--- config.mk ---
export PLATFORM = sky130hd
export DESIGN_NAME = ring_allocator
export DESIGN_NICKNAME = d
export VERILOG_FILES = /design/src/rtl/ring_allocator_pkg.sv /design/src/rtl/ring_allocator_record_fifo.sv /design/src/rtl/ring_allocator.sv
export SDC_FILE = /design/constraint.sdc
export NUM_CORES = 1
export LEC_CHECK = 0
export BUFFER_PORTS_ARGS = -buffer_cell sky130_fd_sc_hd__buf_4
export CAP_MARGIN = 10
export CORE_UTILIZATION = 41
export DETAILED_ROUTE_END_ITERATION = 12
export GPL_TIMING_DRIVEN = 1
export HOLD_SLACK_MARGIN = 0.06
export PLACE_DENSITY_LB_ADDON = 0.1
export REMOVE_ABC_BUFFERS = 1
export SETUP_SLACK_MARGIN = 0.4
export SYNTH_ARGS = -nofsm -noshare
export SYNTH_HDL_FRONTEND = slang
export SYNTH_SLANG_ARGS = --single-unit
--- constraint.sdc ---
create_clock -name i_clk -period 9.85 [get_ports i_clk]
set_input_delay 1.4775 -clock i_clk [delete_from_list [all_inputs] [get_ports i_clk]]
set_output_delay 1.4775 -clock i_clk [all_outputs]
set_load 0.01 [all_outputs]
--- src/rtl/ring_allocator_pkg.sv ---
// Shared configuration for the ring allocator: default geometry and the
// allocation FSM state encoding.
package TauCfg;

  localparam int LBW_DEF       = 10;
  localparam int N_CFG_DEF     = 4;
  localparam int REC_DEPTH_DEF = 16;

  typedef enum logic [1:0] {
    ST_IDLE,
    ST_CHECK,
    ST_EMIT,
    ST_NOTIFY
  } alloc_state_t;

endpackage

--- src/rtl/ring_allocator_record_fifo.sv ---
// Outstanding-allocation record store: {config id, entry count} in allocation
// order, with same-cycle push and pop.
module alloc_record_fifo #(
  parameter int ID_W  = 3,
  parameter int SZ_W  = 11,
  parameter int DEPTH = 16
) (
  input  logic            i_clk,
  input  logic            i_rst,
  input  logic            i_push,
  input  logic [ID_W-1:0] i_push_id,
  input  logic [SZ_W-1:0] i_push_size,
  input  logic            i_pop,
  output logic [ID_W-1:0] o_head_id,
  output logic [SZ_W-1:0] o_head_size,
  output logic            o_full,
  output logic            o_empty
);

  localparam int PW = $clog2(DEPTH);
  localparam int CW = $clog2(DEPTH + 1);

  logic [ID_W+SZ_W-1:0] r_mem [DEPTH];
  logic [PW-1:0]        r_wr;
  logic [PW-1:0]        r_rd;
  logic [CW-1:0]        r_cnt;
  logic                 w_push;
  logic                 w_pop;

  assign o_empty = (r_cnt == '0);
  assign o_full  = (r_cnt == CW'(DEPTH));
  assign w_pop   = i_pop && !o_empty;
  // A pop in the same cycle frees the slot a push into a full store needs.
  assign w_push  = i_push && (!o_full || w_pop);

  assign {o_head_id, o_head_size} = r_mem[r_rd];

  always_ff @(posedge i_clk) begin
    if (i_rst) begin
      r_wr  <= '0;
      r_rd  <= '0;
      r_cnt <= '0;
    end else begin
      if (w_push) r_wr <= r_wr + 1'b1;
      if (w_pop)  r_rd <= r_rd + 1'b1;
      if (w_push && !w_pop)      r_cnt <= r_cnt + 1'b1;
      else if (!w_push && w_pop) r_cnt <= r_cnt - 1'b1;
    end
  end

  always_ff @(posedge i_clk) begin
    if (w_push) r_mem[r_wr] <= {i_push_id, i_push_size};
  end

endmodule

--- src/rtl/ring_allocator.sv ---
// Ring-buffer address allocator: reserves contiguous entry ranges per config,
// hands out start addresses, and releases them in allocation order.
module ring_allocator
  import TauCfg::*;
#(
  parameter int  LBW       = LBW_DEF,
  parameter int  N_CFG     = N_CFG_DEF,
  parameter int  REC_DEPTH = REC_DEPTH_DEF,
  localparam int ICFG_BW   = $clog2(N_CFG + 1)
) (
  input  logic                      i_clk,
  input  logic                      i_rst,
  input  logic                      alloc_rdy,
  output logic                      alloc_ack,
  input  logic [ICFG_BW-1:0]        i_beg_id,
  input  logic [ICFG_BW-1:0]        i_end_id,
  input  logic [N_CFG-1:0][LBW:0]   i_sizes,
  input  logic [N_CFG-1:0]          i_skip,
  output logic                      linear_rdy,
  input  logic                      linear_ack,
  output logic [LBW-1:0]            o_linear,
  output logic [ICFG_BW-1:0]        o_linear_id,
  output logic                      allocated_rdy,
  input  logic                      allocated_ack,
  input  logic                      free_dval,
  input  logic [ICFG_BW-1:0]        i_free_id,
  output logic [LBW:0]              o_used,
  output logic                      o_err
);

  localparam logic [LBW:0] RING_SIZE = {1'b1, {LBW{1'b0}}};

  alloc_state_t        r_state;
  alloc_state_t        w_state_nxt;
  logic [ICFG_BW-1:0]  r_cur;
  logic [ICFG_BW-1:0]  r_end;
  logic [LBW-1:0]      r_head;
  logic [LBW:0]        r_used;
  logic [LBW-1:0]      r_linear;
  logic [ICFG_BW-1:0]  r_linear_id;
  logic                r_err;

  logic [LBW:0]        w_size;
  logic [LBW:0]        w_space;
  logic [ICFG_BW-1:0]  w_cur_inc;
  logic                w_reserve;
  logic                w_pop;
  logic                w_free_err;
  logic [ICFG_BW-1:0]  w_head_id;
  logic [LBW:0]        w_head_size;
  logic                w_fifo_full;
  logic                w_fifo_empty;
  logic [LBW:0]        w_add;
  logic [LBW:0]        w_sub;

  alloc_record_fifo #(
    .ID_W  (ICFG_BW),
    .SZ_W  (LBW + 1),
    .DEPTH (REC_DEPTH)
  ) u_rec_fifo (
    .i_clk       (i_clk),
    .i_rst       (i_rst),
    .i_push      (w_reserve),
    .i_push_id   (r_cur),
    .i_push_size (w_size),
    .i_pop       (w_pop),
    .o_head_id   (w_head_id),
    .o_head_size (w_head_size),
    .o_full      (w_fifo_full),
    .o_empty     (w_fifo_empty)
  );

  always_comb begin
    w_size = '0;
    for (int i = 0; i < N_CFG; i++) begin
      if (r_cur == ICFG_BW'(i)) w_size = i_skip[i] ? '0 : i_sizes[i];
    end
  end

  // Space check uses the registered occupancy; a same-cycle free only helps next cycle.
  assign w_space    = RING_SIZE - r_used;
  assign w_cur_inc  = r_cur + 1'b1;
  assign w_pop      = free_dval && !w_fifo_empty && (w_head_id == i_free_id);
  assign w_free_err = free_dval && !w_pop;
  assign w_reserve  = (r_state == ST_CHECK) && (w_space >= w_size) &&
                      (!w_fifo_full || w_pop);
  assign w_add      = w_reserve ? w_size : '0;
  assign w_sub      = w_pop ? w_head_size : '0;

  always_comb begin
    w_state_nxt   = r_state;
    alloc_ack     = 1'b0;
    linear_rdy    = 1'b0;
    allocated_rdy = 1'b0;
    case (r_state)
      ST_IDLE: begin
        alloc_ack = alloc_rdy;
        if (alloc_rdy) w_state_nxt = (i_beg_id < i_end_id) ? ST_CHECK : ST_NOTIFY;
      end
      ST_CHECK: begin
        if (w_reserve) w_state_nxt = ST_EMIT;
      end
      ST_EMIT: begin
        linear_rdy = 1'b1;
        if (linear_ack) w_state_nxt = (w_cur_inc == r_end) ? ST_NOTIFY : ST_CHECK;
      end
      ST_NOTIFY: begin
        allocated_rdy = 1'b1;
        if (allocated_ack) w_state_nxt = ST_IDLE;
      end
      default: w_state_nxt = ST_IDLE;
    endcase
  end

  always_ff @(posedge i_clk) begin
    if (i_rst) begin
      r_state     <= ST_IDLE;
      r_cur       <= '0;
      r_end       <= '0;
      r_head      <= '0;
      r_used      <= '0;
      r_linear    <= '0;
      r_linear_id <= '0;
      r_err       <= 1'b0;
    end else begin
      r_state <= w_state_nxt;
      if (r_state == ST_IDLE && alloc_rdy) begin
        r_cur <= i_beg_id;
        r_end <= i_end_id;
      end else if (r_state == ST_EMIT && linear_ack) begin
        r_cur <= w_cur_inc;
      end
      if (w_reserve) begin
        r_linear    <= r_head;
        r_linear_id <= r_cur;
        r_head      <= r_head + w_size[LBW-1:0];
      end
      r_used <= r_used + w_add - w_sub;
      if (w_free_err) r_err <= 1'b1;
    end
  end

  assign o_linear    = r_linear;
  assign o_linear_id = r_linear_id;
  assign o_used      = r_used;
  assign o_err       = r_err;

endmodule

==> results of run 1 <==
## worst register-to-register path: cells and delay by family, from the launching register on
family / cells / cell delay (ns)
compound gates: 12 / 1.94
xor+xnor: 1 / 0.15
fa+ha+maj: 4 / 1.50
buf+inv: 5 / 1.29
flops: 1 / 0.81
mux: 1 / 0.34
simple gates: 6 / 1.32
## power by group through the flow
stage,clock [mW],combinational (mW),sequential (mW)
6_report,1.10,1.47,1.65
3_5_place_dp,0,1.47,1.68
4_1_cts,1.12,1.48,1.65
2_1_floorplan,0,1.05,1.64
3_3_place_gp,0,1.46,1.68
5_1_grt,1.17,1.66,1.67
## kinds of logic (layout without fill, tap and decap cells)
kind of cell / count (synthesis) / after routing / synth area share
flops: 284 / 284 / 0.610
simple gates: 192 / 192 / 0.0753
compound gates: 110 / 110 / 0.0550
mux: 104 / 104 / 0.145
buf+inv: 90 / 216 / 0.0283
fa+ha+maj: 57 / 57 / 0.0609
xor+xnor: 38 / 38 / 0.0256
## worst paths after layout
| check | from | end | slack [ns] | cells after the start |
|---|---|---|---|---|
| min reg2reg | o_err | o_err | 0.48 | 2 |
| max reg2reg | r_cur[1] | o_used[10] | 2.36 | 29 |
| min | o_err | o_err | 0.48 | 2 |
| max | r_cur[1] | o_used[10] | 2.36 | 29 |
## area by class of cell
type	instances	area, µm²	area share
multi-input combinational	501	4710	0.312
clock inverter	13	119	0.00787
tap	396	495	0.0328
sequential	284	7930	0.525
timing repair buffer	108	811	0.0537
inverter	52	195	0.0129
clock buffer	43	831	0.0550
## per-layer routing
metal  wire [µm]  global-route usage  up-vias
met3        1550              0.0287       33
met4         423              0.0369        0
met2       14200               0.309      197
li1            -                   -     3527
met1       14800               0.291     3754
met5           0                   0        -
## registers in the layout, summed over array words and instances, names as in the netlist, named ones only
name,cells
u_rec_fifo.r_cnt,5
o_err,1
u_rec_fifo.r_mem,224
u_rec_fifo.r_wr,4
r_state,2
r_end,3
r_cur,3
r_head,10
o_used,11
o_linear,10
u_rec_fifo.r_rd,4
o_linear_id,3
## synthesized netlist by cell type, types with 2 or more instances
cell type                  count  area (µm²)
sky130_fd_sc_hd__a211oi_1      4        30.0
sky130_fd_sc_hd__a21bo_2       2        20.0
sky130_fd_sc_hd__a21o_1        9        67.6
sky130_fd_sc_hd__a21oi_1      37         185
sky130_fd_sc_hd__a22oi_1       8        60.1
sky130_fd_sc_hd__a311oi_1      2        17.5
sky130_fd_sc_hd__a31oi_1       3        18.8
sky130_fd_sc_hd__and2_1        9        56.3
sky130_fd_sc_hd__and3_1        2        12.5
sky130_fd_sc_hd__and4_1        5        43.8
sky130_fd_sc_hd__and4b_1       3        30.0
sky130_fd_sc_hd__buf_1        10        37.5
sky130_fd_sc_hd__buf_2         9        45.0
sky130_fd_sc_hd__buf_4         3        22.5
sky130_fd_sc_hd__clkbuf_1     15        56.3
sky130_fd_sc_hd__dfxtp_1      60        1200
sky130_fd_sc_hd__edfxtp_1    224        6730
sky130_fd_sc_hd__fa_1         11         220
sky130_fd_sc_hd__ha_1         44         551
sky130_fd_sc_hd__inv_1        51         191
sky130_fd_sc_hd__maj3_1        2        20.0
sky130_fd_sc_hd__mux2_2        2        22.5
sky130_fd_sc_hd__mux2i_1      34         340
sky130_fd_sc_hd__mux4_2       67        1510
sky130_fd_sc_hd__nand2_1      25        93.8
sky130_fd_sc_hd__nand2b_1      9        56.3
sky130_fd_sc_hd__nand3_1       3        15.0
sky130_fd_sc_hd__nand3b_1      5        37.5
sky130_fd_sc_hd__nand4_1       2        12.5
sky130_fd_sc_hd__nor2_1       77         289
sky130_fd_sc_hd__nor2b_1      18         113
sky130_fd_sc_hd__nor3_1       15        75.1
sky130_fd_sc_hd__nor3b_1       2        15.0
sky130_fd_sc_hd__nor4_1        7        43.8
sky130_fd_sc_hd__o21a_1        4        30.0
sky130_fd_sc_hd__o21ai_0      23         115
sky130_fd_sc_hd__o21bai_1      2        15.0
sky130_fd_sc_hd__or3_1         4        25.0
sky130_fd_sc_hd__or4_1         3        22.5
sky130_fd_sc_hd__xnor2_1      26         228
sky130_fd_sc_hd__xor2_1       12         105
## through the flow
stage	total power [mW]	area (µm²)	hold WS, ns	util
after global routing	4.49	15100	0.519	0.488
after global placement	3.14	14100	0.455	0.458
after CTS	4.25	15100	0.482	0.488
after detailed placement	3.15	14100	0.465	0.458
final	4.21	15100	0.479	0.488
after floorplan	2.69	12800	0.452	-
## cells in the final DEF, fill, tap and decap left out, types with 12 or more instances in the layout
cell	n
sky130_fd_sc_hd__edfxtp_1	224
sky130_fd_sc_hd__buf_4	108
sky130_fd_sc_hd__nor2_1	77
sky130_fd_sc_hd__mux4_2	67
sky130_fd_sc_hd__dfxtp_1	58
sky130_fd_sc_hd__inv_1	51
sky130_fd_sc_hd__ha_1	44
sky130_fd_sc_hd__a21oi_1	37
sky130_fd_sc_hd__mux2i_1	34
sky130_fd_sc_hd__clkbuf_16	31
sky130_fd_sc_hd__xnor2_1	26
sky130_fd_sc_hd__nand2_1	25
sky130_fd_sc_hd__nor2b_1	18
sky130_fd_sc_hd__o21ai_0	18
sky130_fd_sc_hd__nor3_1	15
sky130_fd_sc_hd__xor2_1	12
==> flow_summary.toml, run 1 <==
[cts]
cts-htree-levels = 1
clkTransAtPathRegs_ns = 0.06
cts-resized-gates = 0
postCtsHoldBufs = 0
cts_root_buf = "sky130_fd_sc_hd__clkbuf_16"
cts.path.max_buffers = 3
clock-sinks = 284
numCtsBuffers = 30
post_cts_setup_buffer_count = 0
worstSkewPairLatency_ns = 0.55
clock_tree_from_tritoncts = "yes"

[synth]
synthesis.area_um2 = 13000
synth-async-reset-ratio = 0
syn_area_per_cell_um2 = 14.9
postSynthRegisterBits = 284
synth-warning-count = 0
netlist_instances = 875
yosysSeqAreaShare = 0.610
synth_flop_cell = "sky130_fd_sc_hd__edfxtp_1"
ys_types = 63
synth_edf_count = 224

[sta]
fmax_mhz = 134
finalMaxSlewViolations = 0
finClkSkew_ns = 0.0121
final.setup.worst_slack_ns = 2.36
timing.final.setup_violations = 0
period_share = 0.760
finalHoldViolCount = 0
setup_tns_ns = 0
max_slew.worst_pin.slew_ns = 1.16
final_period_demand_of_the_worst_path_ns = 7.49
slew_headroom = 0.228
rsz0062_at_grt = "false"

[layout]
insertedDiodeCount = 0
stdcell_count = 1397
finish.net_count = 1095
fillCellCount = 2711
layout_area_growth_over_synthesis_pct = 16.2
fraction_of_final_layout_cells_sized_beyond_drive_strength_1 = 0.231

[setup_path]
critical-path-top-delay-family = "compound AO/OA/AOI/OAI gates"
cpPeakStageDelay_ns = 0.81
critical_path.n_buffers_inverters = 5
crit_top_cell = "sky130_fd_sc_hd__a21o_1"
timing.critical_path.required_ns = 10.29
critical_path.startpoint_type = "flop"
crit_path_max_fanout = 33
worst-setup-path-type = "reg -> reg"
crit_arrival_ns = 7.93
critPathCaptureType = "flop"
critPathSlowestCell = "sky130_fd_sc_hd__dfxtp_1"

[power]
netSwitchingPower_mw = 1.41
seqPwrFrac = 0.391
clock_power_share = 0.260
p_int_mw = 2.80
comb_power_share = 0.348
power.density_cell_area_nw_per_um2 = 279
power_leakage_nw = 5.47
switching_share_of_total_power = 0.336
power.ir.vdd_worst_mv = 0.128

[floorplan]
floorplan.io_pins = 91
initial_standard_cell_utilization_of_the_core = 0.420
fp-row-count = 64
die_width_um = 180
core_um2 = 30900
dieArea_um2 = 32400
die_h_um = 180

[worst_hold_path]
worst_hold_path_class = "reg -> reg"

[placed_design]
hpwl_um = 19300
final_gp_congestion = 0.822
numPortBuffers = 90
post-place-cells = 1341
dpl_worst_slack_ns = 1.95

[grt]
grt_pass1_vias = 7741
grt_use_total = 0.196
antenna_found_initial = 0
residual_overflow_from_global_routing = 0
largest_net_degree_at_the_start_of_global_routing = 61
grt_pass1_wl_um = 47600

[run_status]
status = "complete, no violations"

[flow_run]
cap_violations = 0

[detailed_routing]
post_drt_via_cell_ratio = 5.38
routed_wirelength_normalized_by_instance_count_um = 22.2
vias = 7511
postRouteWirelength_um = 31000
ant_nets = 0
dr.pass1.iters = 4
first_iter_violations = 597
detail_route.drc_violations = 0
Power figures use the tool's default switching activity.
==> inputs of run 2 (changes only) <==
==> constraint.sdc (replaced) <==
create_clock -name i_clk -period 6.4 [get_ports i_clk]
set_input_delay 0.96 -clock i_clk [delete_from_list [all_inputs] [get_ports i_clk]]
set_output_delay 0.96 -clock i_clk [all_outputs]
set_load 0.01 [all_outputs]
==> flow_summary.toml, run 2 (synthesized netlist as in run 1, its figures left out) <==
[sta]
setup_tns_ns = 0
timing.final.setup_violations = 0
max_slew.worst_pin.slew_ns = 1.09
period_share = 0.882
fmax_mhz = 177
rsz0062_at_grt = "false"
finalHoldViolCount = 0
finalMaxSlewViolations = 0
slew_headroom = 0.272
finClkSkew_ns = 0.0177
final_period_demand_of_the_worst_path_ns = 5.64

[setup_path]
worst-r2r-cell-count = 20
r2r_end = "o_used[10]"
timing.critical_path.required_ns = 6.83
critPathCaptureType = "flop"
timing.rr.start = "o_used[2]"
cp-startpoint = "o_used[2]"
worst-setup-path-type = "reg -> reg"
crit_path_max_fanout = 6
critical_path.startpoint_type = "flop"
setup.reg_to_reg.worst_slack_ns = 0.76
crit_arrival_ns = 6.08

[cts]
numCtsBuffers = 31
postCtsHoldBufs = 0
clock_tree_from_tritoncts = "yes"
clkTransAtPathRegs_ns = 0.06
cts-htree-levels = 1
clock-sinks = 284
cts_root_buf = "sky130_fd_sc_hd__clkbuf_16"
worstSkewPairLatency_ns = 0.56
cts.path.max_buffers = 3

[power]
power_leakage_nw = 5.62
power.ir.vdd_worst_mv = 0.215
power.density_cell_area_nw_per_um2 = 441
switching_share_of_total_power = 0.335
comb_power_share = 0.364
clock_power_share = 0.269
netSwitchingPower_mw = 2.27
total_power_mw = 6.78
seqPwrFrac = 0.367
p_int_mw = 4.51

[detailed_routing]
vias = 7615
post_drt_via_cell_ratio = 5.38
dr.pass1.iters = 5
detail_route.drc_violations = 0
postRouteWirelength_um = 31700
routed_wirelength_normalized_by_instance_count_um = 22.4
first_iter_violations = 515
ant_nets = 0

[grt]
grt_use_total = 0.199
grt_pass1_wl_um = 48300
largest_net_degree_at_the_start_of_global_routing = 61
antenna_found_initial = 0
grt_pass1_vias = 7812
residual_overflow_from_global_routing = 0

[worst_hold_path]
hold-path-cell-count = 2
worst_hold_path_class = "reg -> reg"
worst_hold_startpoint = "u_rec_fifo.r_rd[3]"

[floorplan]
die_h_um = 180
dieArea_um2 = 32400
floorplan.io_pins = 91
initial_standard_cell_utilization_of_the_core = 0.420
die_width_um = 180
fp-row-count = 64
core_um2 = 30900

[layout]
insertedDiodeCount = 0
largest_reg_flops = 224
final_cell_mix = "sky130_fd_sc_hd__edfxtp_1 (224), sky130_fd_sc_hd__buf_4 (124), sky130_fd_sc_hd__nor2_1 (77)"
fraction_of_final_layout_cells_sized_beyond_drive_strength_1 = 0.254
layout_area_growth_over_synthesis_pct = 18.3
fillCellCount = 2703
largest_register = "u_rec_fifo.r_mem"
final_common_cell = "sky130_fd_sc_hd__edfxtp_1"
finish.net_count = 1113

[placed_design]
numPortBuffers = 90
final_gp_congestion = 0.858
hpwl_um = 21000

[run_status]
status = "complete, no violations"

[flow_run]
cap_violations = 0
-- run 2: changes by cell type in the layout (fill, tap and decap cells not counted), moves of 2 or more --
cell and change:
sky130_fd_sc_hd__buf_4 +16, sky130_fd_sc_hd__clkbuf_1 -4, sky130_fd_sc_hd__bufinv_16 +3, sky130_fd_sc_hd__clkinvlp_4 +3, sky130_fd_sc_hd__nor2b_1 -2
-- run 2: worst max path at each step --
stage | to | depth (start not counted)
2_1_floorplan | o_used[10] | 21
3_3_place_gp | o_used[10] | 27
3_5_place_dp | o_used[10] | 27
4_1_cts | o_used[10] | 27
5_1_grt | o_used[10] | 28
6_report | o_used[10] | 20
-- run 2: cell type report --
class                           instances  area, µm²  area share
Timing Repair Buffer                  125        951      0.0619
Tap cell                              396        495      0.0322
Sequential cell                       284       7930       0.516
Multi-Input combinational cell        501       4750       0.309
Inverter                               52        198      0.0129
Clock buffer                           39        816      0.0531
Clock inverter                         18        230      0.0150
-- run 2: per-layer routing --
layer,GRT usage,routed length (µm),vias up
met5,0,0,-
met4,0.0448,526,0
met3,0.0352,1660,43
met2,0.323,14800,204
met1,0.282,14700,3808
li1,-,-,3560
-- run 2: power by group through the flow --
stage / Combinational (mW) / Clock, mW / Sequential [mW]
after CTS: 2.42 / 1.87 / 2.49
after detailed placement: 2.40 / 0 / 2.52
after floorplan: 1.62 / 0 / 2.53
final: 2.47 / 1.83 / 2.49
after global routing: 2.76 / 1.93 / 2.51
after global placement: 2.39 / 0 / 2.53
-- run 2: per-stage QoR --
| step | hold WS, ns | setup WS (ns) | utilization | instances | cell area [µm²] |
|---|---|---|---|---|---|
| 3_5_place_dp | 0.489 | 0.354 | 0.461 | 1356 | 14300 |
| 3_3_place_gp | 0.452 | 0.459 | 0.461 | 1356 | 14300 |
| 6_report | 0.494 | 0.757 | 0.497 | 1415 | 15400 |
| 4_1_cts | 0.506 | 0.415 | 0.495 | 1413 | 15300 |
| 2_1_floorplan | 0.452 | -1.42 | - | 837 | 12800 |
| 5_1_grt | 0.528 | 0.385 | 0.497 | 1415 | 15400 |
-- run 2: critical path, cell delays in order (launching register included) --
cell and delay, ns:
sky130_fd_sc_hd__dfxtp_1 0.40, sky130_fd_sc_hd__or4_1 0.66, sky130_fd_sc_hd__or4_1 0.49, sky130_fd_sc_hd__nor3_1 0.20, sky130_fd_sc_hd__xor2_1 0.29, sky130_fd_sc_hd__ha_1 0.17
sky130_fd_sc_hd__a21bo_2 0.23, sky130_fd_sc_hd__a221oi_2 0.29, sky130_fd_sc_hd__nand3b_4 0.16, sky130_fd_sc_hd__nor2_1 0.17, sky130_fd_sc_hd__fa_1 0.45, sky130_fd_sc_hd__ha_1 0.34
sky130_fd_sc_hd__nor2b_2 0.17, sky130_fd_sc_hd__o21a_1 0.18, sky130_fd_sc_hd__o21a_1 0.18, sky130_fd_sc_hd__nor2_1 0.09, sky130_fd_sc_hd__nor2_1 0.07, sky130_fd_sc_hd__o41ai_2 0.32
sky130_fd_sc_hd__o21ai_1 0.14, sky130_fd_sc_hd__xnor2_1 0.18, sky130_fd_sc_hd__mux2_2 0.35
-- run 2: what timing repair did --
| action | 4_1_cts | 5_1_grt |
|---|---|---|
| resized for setup | 0 | 13 |
| endpoints found under the setup margin | 0 | 3 |
| buffers inserted | 0 | 2 |
==> inputs of run 3 (changes only) <==
--- a/config.mk
+++ b/config.mk
@@ -11,7 +11,7 @@
 export DETAILED_ROUTE_END_ITERATION = 12
 export GPL_TIMING_DRIVEN = 1
 export HOLD_SLACK_MARGIN = 0.06
-export PLACE_DENSITY_LB_ADDON = 0.1
+export PLACE_DENSITY = 0.68
 export REMOVE_ABC_BUFFERS = 1
 export SETUP_SLACK_MARGIN = 0.4
 export SYNTH_ARGS = -nofsm -noshare
==> flow_summary.toml, run 3 (synthesized netlist as in run 1, its figures left out) <==
[run_status]
status = "complete, no violations"

[placed_design]
numPortBuffers = 90
final_gp_congestion = 0.888
hpwl_um = 19500
post-place-cells = 1351
dpl_worst_slack_ns = 0.439

[setup_path]
critical_path.endpoint = "o_used[10]"
worst-setup-path-type = "reg -> reg"
timing.rr.start = "r_cur[0]"
setup.reg_to_reg.worst_slack_ns = 0.73
critPathSlowestCell = "sky130_fd_sc_hd__fa_1"
worst-r2r-cell-count = 28
path_depth = 28
cpPeakStageDelay_ns = 0.46
critical_path.startpoint_type = "flop"
critical_path.n_buffers_inverters = 4
crit_arrival_ns = 6.11
crit_path_max_fanout = 21
r2r_end = "o_used[10]"
cp-startpoint = "r_cur[0]"
critical-path-top-delay-family = "compound AO/OA/AOI/OAI gates"
timing.critical_path.required_ns = 6.84
critPathCaptureType = "flop"
crit_top_cell = "sky130_fd_sc_hd__a21o_1"

[flow_run]
cap_violations = 0

[sta]
rsz0062_at_grt = "false"
finalMaxSlewViolations = 0
slew_headroom = 0.243
final.setup.worst_slack_ns = 0.731
finalHoldViolCount = 0
fmax_mhz = 176
max_slew.worst_pin.slew_ns = 1.14
finClkSkew_ns = 0.0137
final_period_demand_of_the_worst_path_ns = 5.67
timing.final.setup_violations = 0
period_share = 0.886

[floorplan]
fp-row-count = 64
die_width_um = 180
die_h_um = 180
core_um2 = 30900
initial_standard_cell_utilization_of_the_core = 0.420
floorplan.io_pins = 91
dieArea_um2 = 32400

[detailed_routing]
first_iter_violations = 629
vias = 7746
dr.pass1.iters = 4
ant_nets = 0
detail_route.drc_violations = 0
post_drt_via_cell_ratio = 5.51
postRouteWirelength_um = 30300
routed_wirelength_normalized_by_instance_count_um = 21.6

[layout]
largest_register = "u_rec_fifo.r_mem"
finish.utilization = 0.493
fraction_of_final_layout_cells_sized_beyond_drive_strength_1 = 0.242
final_cell_mix = "sky130_fd_sc_hd__edfxtp_1 (224), sky130_fd_sc_hd__buf_4 (117), sky130_fd_sc_hd__nor2_1 (77)"
stdcell_count = 1405
insertedDiodeCount = 0
finish.net_count = 1104
final_common_cell = "sky130_fd_sc_hd__edfxtp_1"
largest_reg_flops = 224
layout_area_growth_over_synthesis_pct = 17.4

[cts]
clkTransAtPathRegs_ns = 0.06
cts.path.max_buffers = 3
cts_root_buf = "sky130_fd_sc_hd__clkbuf_16"
clock-sinks = 284
clock_tree_from_tritoncts = "yes"
postCtsHoldBufs = 0
numCtsBuffers = 29
worstSkewPairLatency_ns = 0.56
post_cts_setup_buffer_count = 0
cts-htree-levels = 1

[power]
power.ir.vdd_worst_mv = 0.262
power_leakage_nw = 5.56
total_power_mw = 6.66
power.density_cell_area_nw_per_um2 = 437

[grt]
grt_util_met2 = 0.318
grt_use_total = 0.189
residual_overflow_from_global_routing = 0
antenna_found_initial = 1
largest_net_degree_at_the_start_of_global_routing = 61
grt_pass1_wl_um = 46800
grt_pass1_vias = 7871
globalRouteMet1Util = 0.263
gr-usage-met3 = 0.0218
grt_busiest_layer = "met2"

[worst_hold_path]
worst_hold_startpoint = "o_err"
worst_hold_path_class = "reg -> reg"
==> run 3: cell types whose count changed in the layout (fill, tap and decap cells not counted), moves of 2 or more <==
cell | previous run | this run
sky130_fd_sc_hd__buf_4 | 124 | 117
sky130_fd_sc_hd__clkinvlp_4 | 4 | 2
sky130_fd_sc_hd__clkinv_4 | 2 | 0
sky130_fd_sc_hd__clkbuf_16 | 31 | 29
sky130_fd_sc_hd__clkinv_1 | 2 | 4
==> run 3: cell type report <==
| cell class | count | area (µm²) |
|---|---|---|
| Tap cell | 396 | 495 |
| Sequential cell | 284 | 7930 |
| Timing Repair Buffer | 118 | 890 |
| Fill cell | 2641 | 15700 |
| Multi-Input combinational cell | 501 | 4730 |
| Clock buffer | 36 | 752 |
| Inverter | 52 | 195 |
| Clock inverter | 18 | 259 |
==> run 3: power by group <==
part	total, mW	switching [mW]	internal [mW]
clock	1.81	0.723	1.08
sequential	2.49	0.141	2.35
combinational	2.37	1.35	1.01
total	6.66	2.22	4.44
==> run 3: repair_timing <==
action	CTS	global route
setup endpoints to repair	0	2
resized for setup	0	4
endpoints found under the hold margin	0	0
==> run 3: how the worst min path moves through the flow <==
stage                       end  slack (ns)  cells after the start
after floorplan            flop        0.45                      2
after CTS                 o_err        0.48                      2
after global routing      o_err        0.50                      2
after detailed placement  o_err        0.47                      2
after global placement    o_err        0.46                      2
final                     o_err        0.48                      2
==> run 3: metal layers <==
| layer | share of wire | vias to the layer above |
|---|---|---|
| met5 | 0 | - |
| met4 | 0.018 | 0 |
| met3 | 0.041 | 37 |
| met2 | 0.49 | 196 |
| met1 | 0.45 | 3964 |
| li1 | - | 3549 |
==> run 3: through the flow <==
stage	setup TNS (ns)	area, µm²	hold slack [ns]
floorplan	-19.21	12800	0.452
global placement	0	14200	0.461
detailed placement	0	14200	0.467
CTS	0	15200	0.483
global route	0	15300	0.501
finish	0	15300	0.482
==> run 3: worst min-delay path, cell delays in order, from the launching register on <==
cell and delay (ns):
sky130_fd_sc_hd__dfxtp_1 0.34, sky130_fd_sc_hd__a21oi_1 0.04, sky130_fd_sc_hd__nor2_1 0.07
